`config.mk`:
```
export PLATFORM = sky130hd
export DESIGN_NAME = req_encoder_4to2_flat
export DESIGN_NICKNAME = d
export VERILOG_FILES = /design/src/rtl/req_encoder_4to2_if.sv /design/src/rtl/req_encoder_4to2.sv /design/src/flat_wrapper.sv
export SDC_FILE = /design/constraint.sdc
export NUM_CORES = 1
export LEC_CHECK = 0
export CELL_PAD_IN_SITES_DETAIL_PLACEMENT = 2
export CELL_PAD_IN_SITES_GLOBAL_PLACEMENT = 2
export CORE_AREA = 2 2 52 54
export DETAILED_ROUTE_END_ITERATION = 16
export DIE_AREA = 0 0 54 56
export PLACE_DENSITY = 0.7
export SLEW_MARGIN = 20
export SYNTH_ARGS = -nofsm -noshare
export SYNTH_HDL_FRONTEND = slang
export SYNTH_SLANG_ARGS = --single-unit
```
`constraint.sdc`:
```
create_clock -name clk -period 1.85 [get_ports clk]
set_input_delay 0.2775 -clock clk [delete_from_list [all_inputs] [get_ports clk]]
set_output_delay 0.2775 -clock clk [all_outputs]
set_load 0.1 [all_outputs]
```
`src/rtl/req_encoder_4to2_if.sv`:
```
// Request/grant bundle for the 4-line round-robin request encoder.
// The master side drives requests and the consumer handshake; the slave side returns the grant.
interface req_encoder_4to2_if;
   logic       en;
   logic [3:0] req;
   logic       ready;
   logic       valid;
   logic [1:0] code;
   logic       multi;
   logic [3:0] pend;

   modport master (
      output en,
      output req,
      output ready,
      input  valid,
      input  code,
      input  multi,
      input  pend
   );

   modport slave (
      input  en,
      input  req,
      input  ready,
      output valid,
      output code,
      output multi,
      output pend
   );
endinterface

```
`src/rtl/req_encoder_4to2.sv`:
```
// Round-robin 4-to-2 request encoder: requests latch into a sticky pending register and are
// granted one at a time from a registered IDLE/HOLD FSM, with a valid/ready handshake on the code.
module req_encoder_4to2 (
   input logic               clk,
   input logic               rst_n,
   req_encoder_4to2_if.slave bus
);

   typedef enum logic {
      IDLE = 1'b0,
      HOLD = 1'b1
   } state_t;

   state_t     state_q, state_d;
   logic       valid_q, valid_d;
   logic [1:0] code_q,  code_d;
   logic [1:0] last_q,  last_d;
   logic       multi_q, multi_d;
   logic [3:0] pend_q,  pend_d;
   logic [3:0] clr;

   // First set bit found searching upward from last+1, wrapping modulo 4.
   function automatic logic [1:0] rr_pick(input logic [3:0] p, input logic [1:0] last);
      logic [1:0] idx;
      logic       found;
      rr_pick = last;
      found   = 1'b0;
      for (int k = 1; k <= 4; k++) begin
         idx = last + 2'(k);
         if (!found && p[idx]) begin
            rr_pick = idx;
            found   = 1'b1;
         end
      end
   endfunction

   function automatic logic [2:0] popcount4(input logic [3:0] p);
      popcount4 = 3'(p[0]) + 3'(p[1]) + 3'(p[2]) + 3'(p[3]);
   endfunction

   always_comb begin
      clr = 4'b0000;
      if (valid_q && bus.ready) begin
         clr = 4'b0001 << code_q;
      end
      // A fresh request on the clearing edge survives because the OR is applied after the mask.
      pend_d  = (pend_q & ~clr) | (bus.en ? bus.req : 4'b0000);

      state_d = state_q;
      valid_d = valid_q;
      code_d  = code_q;
      multi_d = multi_q;
      last_d  = last_q;

      case (state_q)
         IDLE: begin
            if (bus.en && (pend_q != 4'b0000)) begin
               state_d = HOLD;
               valid_d = 1'b1;
               code_d  = rr_pick(pend_q, last_q);
               multi_d = (popcount4(pend_q) >= 3'd2);
            end
         end
         HOLD: begin
            // Enable does not gate completion: an accepted grant always retires.
            if (bus.ready) begin
               state_d = IDLE;
               valid_d = 1'b0;
               last_d  = code_q;
            end
         end
         default: begin
            state_d = IDLE;
            valid_d = 1'b0;
         end
      endcase
   end

   always_ff @(posedge clk) begin
      if (!rst_n) begin
         state_q <= IDLE;
         valid_q <= 1'b0;
         code_q  <= 2'b00;
         multi_q <= 1'b0;
         pend_q  <= 4'b0000;
         last_q  <= 2'b11;
      end else begin
         state_q <= state_d;
         valid_q <= valid_d;
         code_q  <= code_d;
         multi_q <= multi_d;
         pend_q  <= pend_d;
         last_q  <= last_d;
      end
   end

   assign bus.valid = valid_q;
   assign bus.code  = code_q;
   assign bus.multi = multi_q;
   assign bus.pend  = pend_q;

endmodule
```
`src/flat_wrapper.sv`:
```
// flat-port wrapper written by rule: the top's interface ports become plain ports
module req_encoder_4to2_flat 
  (clk, rst_n, bus_en, bus_req, bus_ready, bus_valid, bus_code, bus_multi, bus_pend);
  req_encoder_4to2_if bus_i ();
  input logic clk;
  input logic rst_n;
  input wire logic [$bits(bus_i.en)-1:0] bus_en;
  input wire logic [$bits(bus_i.req)-1:0] bus_req;
  input wire logic [$bits(bus_i.ready)-1:0] bus_ready;
  output wire logic [$bits(bus_i.valid)-1:0] bus_valid;
  output wire logic [$bits(bus_i.code)-1:0] bus_code;
  output wire logic [$bits(bus_i.multi)-1:0] bus_multi;
  output wire logic [$bits(bus_i.pend)-1:0] bus_pend;
  assign bus_i.en = bus_en;
  assign bus_i.req = bus_req;
  assign bus_i.ready = bus_ready;
  assign bus_valid = bus_i.valid;
  assign bus_code = bus_i.code;
  assign bus_multi = bus_i.multi;
  assign bus_pend = bus_i.pend;
  req_encoder_4to2 u_core (.clk(clk), .rst_n(rst_n), .bus(bus_i));
endmodule
```
# == Word-level counts from Yosys, hierarchy flattened ==
# Cells that the tools add are included.
# totals
reg_bits,11
output_inout_bits,8
word_cells,65
# op_classes
n_addsub,6
n_lt_le_gt_ge,5
eq_ne,2
n_shift,1
n_mux,29
n_bitwise,4
n_reduce_logical,12
# ops
cell,n
two-way mux 1 bit,17
< comparator 2 x 3 -> 1 bit (second input constant),4
binary-select mux 1 bit (select 2 bit),4
two-way mux 2 bit,4
two-way mux 4 bit,2
adder 3 x 1 -> 3 bit,2
AND reduction 2 bit,3
logical AND 1 bit,5
adder 2 bit (second input constant),2
AND 4 bit,1
inverter 4 bit,1
bitwise OR 4 bit,1
one-hot mux 1 bit (2 select lines),2
nonzero test 4 bit,1
<< shifter 1 x 2 -> 4 bit (first input constant),1
greater-or-equal comparator 3 x 2 -> 1 bit (second input constant),1
zero test 1 bit,3
adder 1 x 1 -> 2 bit,1
adder 2 x 1 -> 2 bit (second input constant),1
inequality test 2 x 1 -> 1 bit (second input constant),1
inequality test 2 bit (second input constant),1
inverter 1 bit,1

# == Logic depth before layout (Yosys ltp) ==
# logic_depth
ltp_word,19
ltp_mapped,6
depth_no_buf,6

# == Worst setup path before layout ==
# OpenSTA, ideal clock, no wires.
# synth_timing
kind,register to register
startpoint,reg u_core.pend_q[1] (netlist: u_core.bus.pend[1])
endpoint,reg u_core.multi_q (netlist: u_core.bus.multi)
setup_time_ns,0.117
arrival_ns,2.172
slack_ns,-0.439
stages_incl_launch_ff,7
path_buffers,0
synth_period_minus_slack_ns,2.289
path_cell_list,dfxtp_1 > inv_1 > ha_1 > ha_1 > a211oi_1 > nand2_1 > o211a_1
# synth_between
elab_chain_len,4
word_cells_on_any_way,7
classes_between,3 x add/sub; 1 x order compare; 3 x reduce/logical
# synth_lines
element,line,rtl
"start, declared",req_encoder_4to2.sv:19,"logic [3:0] pend_q, pend_d;"
"start signal, assigned",req_encoder_4to2.sv:92,pend_q <= pend_d;
adder 1 x 1 -> 2 bit,req_encoder_4to2.sv:38,popcount4 = 3'(p[0]) + 3'(p[1]) + 3'(p[2]) + 3'(p[3]);
adder 3 x 1 -> 3 bit (2 in series),req_encoder_4to2.sv:38,
greater-or-equal comparator 3 x 2 -> 1 bit,req_encoder_4to2.sv:61,multi_d = (popcount4(pend_q) >= 3'd2);
"end signal, assigned",req_encoder_4to2.sv:91,multi_q <= multi_d;
"end, declared",req_encoder_4to2.sv:18,"logic multi_q, multi_d;"
# Parallel ways exist; a longest one is shown, timed or not.
# A chain may end at the register's enable or synchronous reset.

# == Worst setup path after layout ==
# layout_timing
startpoint,reg u_core.pend_q[0] (netlist: u_core.bus.pend[0])
endpoint,reg u_core.multi_q (netlist: u_core.bus.multi)
# Same word-level chain as after synthesis.

==> metrics.csv <==
metric;value;unit
adder-cell area share of the yosys netlist;0.0607;
Clock Sinks;11;
Peak Freq;614;MHz
first-pass GRT wire length;3410;um
number of remaining DRC errors;0;
share of layout cells above drive strength 1;0.215;
Placer Congestion;0.705;
clk root buf;clkbuf_4;
Top FF cell, synth;dfxtp_1;
main combinational cell family by area after synthesis;compound AO/OA/AOI/OAI gates;
setup slack, reg-to-reg;0.22;ns
die width;54;um
initial drt markers;2;
asr flop ratio synth;0;
slew of the pin with the lowest slew margin;0.367;ns
maxcap violations;0;
Simple-Gate Fraction of Synth Area;0.253;
Rows;18;
Worst path max stage delay;0.45;ns
Crit. End Element;flip-flop;
mux contribution to synthesized area;0;
xor/xnor share of the synthesized area;0;
R2R Path End;u_core.bus.multi;
Slew headroom;0.755;
Vias/cell;5.15;
# hold bufs at CTS;0;
Worst Path Arrival;1.81;ns
final net count;105;
DP HPWL;1560;um
hold_sp;u_core.bus.multi;
DR vias;634;
Leak Pwr;0.354;nW
Layout area overhead;42.7;%
TritonCTS clock tree;yes;
reg2reg path depth;6;
PwrDens;842;mW/mm^2
Overall Global Routing Usage;0.154;
# port buffers;15;
H-tree depth;1;
Max clock buf depth;2;
sequential fraction of the synthesis area;0.356;
Synth Area in Compound Gates;0.287;
drt wl/cell;16.0;um
final WL;1960;um
Mapped Nets;86;
initial cell density of the core;0.254;
I/O Pins;16;
worst hold path class;reg2reg;
largest net degree at the start of global routing;11;
cells after synthesis;75;
reg2reg start;u_core.bus.pend[0];
RSZ-0062 raised after global routing;no;
mapped cell area;618;um^2
Crit Path Category;reg2reg;
CP Cell Sequence;inv_2 > ha_1 > ha_1 > a211oi_1 > nand2_1 > o211a_1;
Max Slew Vio Count;0;
status;complete, no violations;
Syn. warnings;0;
die span in y;56;um
GRT overflow;0;
most frequent CP cell;ha_1;
number of setup buffers added after CTS;0;
Post-synth EDFFs;0;
Core ar.;0.00243;mm^2
CP delay by family, top;adder cells;
antenna cells;0;
CP Launch Type;flip-flop;
hold path cells;1;
vias in the first global route;676;
register bit total from synthesis;11;
Worst EP required;2.03;ns
WHS Endpoint;u_core.bus.multi;
Final Hold Viols;0;
Pwr Total;0.000742;W
Synth cell types;27;
die area;0.00302;mm^2
Placed Cells;119;
CP Buf/Inv Count;1;
DR pass1 iterations;4;
Tmin final;1.63;ns
CTS Buf Count;3;
final setup fails;0;
Skew-Pair Late Insertion Delay;0.28;ns
Slowest cell on crit path;dfxtp_2;
clock slew at reported path FFs;0.08;ns
Final Cycle Share;0.880;
Peak VDD IR;0.420;mV
Fill cells;282;
Final ANT Viol Nets;0;
clk_skew;0.00867;ns
crit path max fanout;10;
post-CTS sizing;0;
fin cells;123;
initial antenna violation count;0;
Post-Syn Area per Cell;8.24;um^2
[synth_stat cells, drive strengths merged, types with 2 or more instances]
master | number | share of area
nand3 | 6 | 0.049
a21oi | 5 | 0.059
a211oi | 2 | 0.024
inv | 3 | 0.018
o21a | 2 | 0.024
nand2b | 4 | 0.040
o32ai | 2 | 0.028
a21boi | 3 | 0.036
ha | 3 | 0.061
o21ai | 4 | 0.032
nor2 | 3 | 0.018
dfxtp | 11 | 0.36
clkbuf | 2 | 0.012
nand2 | 12 | 0.073
nor2b | 4 | 0.040
[worst max-delay path by stage]
stage	to	slack (ns)	depth (start not counted)	startpoint
3_5_place_dp	u_core.bus.multi	0.22	6	u_core.bus.pend[0]
4_1_cts	u_core.bus.multi	0.21	6	u_core.bus.pend[0]
3_3_place_gp	u_core.bus.multi	0.27	6	u_core.bus.pend[0]
6_report	u_core.bus.multi	0.22	6	u_core.bus.pend[0]
5_1_grt	u_core.bus.multi	0.13	6	u_core.bus.pend[0]
2_1_floorplan	u_core.bus.multi	-0.02	6	u_core.bus.pend[0]
[layout by cell type, fill, tap and decap left out, types with 3 or more instances in the layout]
master	n
nand2_1	12
clkdlybuf4s50_1	7
dfxtp_1	7
nand3_1	6
buf_12	5
buf_4	5
nor2b_1	4
nand2b_1	4
a21oi_1	4
a21boi_1	3
nor2_1	3
ha_1	3
clkbuf_4	3
dfxtp_2	3
[routing by layer]
metal / routed length (um) / up-vias / global-route usage
met5: 0 / - / 0
met4: 18 / 0 / 0.0214
met3: 75 / 2 / 0.0565
met2: 958 / 10 / 0.233
met1: 912 / 315 / 0.211
li1: - / 307 / -
[power breakdown]
group          internal, W  total [W]  switching [W]
sequential        0.000258   0.000302      0.0000442
clock            0.0000836   0.000173      0.0000891
combinational    0.0000980   0.000268       0.000170
total             0.000439   0.000742       0.000303
[sequential cells by signal, indices dropped and copies added, names as in the netlist]
name	flops
u_core.state_q	1
u_core.bus.pend	4
u_core.last_q	2
u_core.bus.code	2
u_core.bus.multi	1
u_core.bus.valid	1
[stage by stage]
stage	hold WS, ns	setup WS [ns]	utilization	area (um^2)	setup TNS (ns)
global route	0.546	0.129	0.363	882	0
floorplan	0.402	-0.0206	-	626	-0.0206
finish	0.529	0.222	0.363	882	0
global placement	0.498	0.271	0.352	856	0
detailed placement	0.510	0.222	0.352	856	0
CTS	0.535	0.209	0.363	882	0
[worst register-to-register path, stage by stage (launching register included)]
cell      delay (ns)
dfxtp_2         0.45
inv_2           0.07
ha_1            0.30
ha_1            0.27
a211oi_1        0.24
nand2_1         0.08
o211a_1         0.12
[cell type report]
class	count	area, um^2	share of cell area
clock buffer	4	26.3	0.0298
sequential	11	228	0.258
inverter	3	11.3	0.0128
multi-input combinational	58	372	0.421
tap	30	37.5	0.0426
timing repair buffer	17	208	0.235
[cell families (layout without fill, tap and decap cells)]
family	Yosys count	in the layout
adder cells (fa/ha/maj)	3	3
flip-flops	11	11
AND/OR/NAND/NOR	32	32
buffers and inverters	6	24
AO/OA/AOI/OAI	23	23
Note: power is estimated with default switching activity, not from simulation.
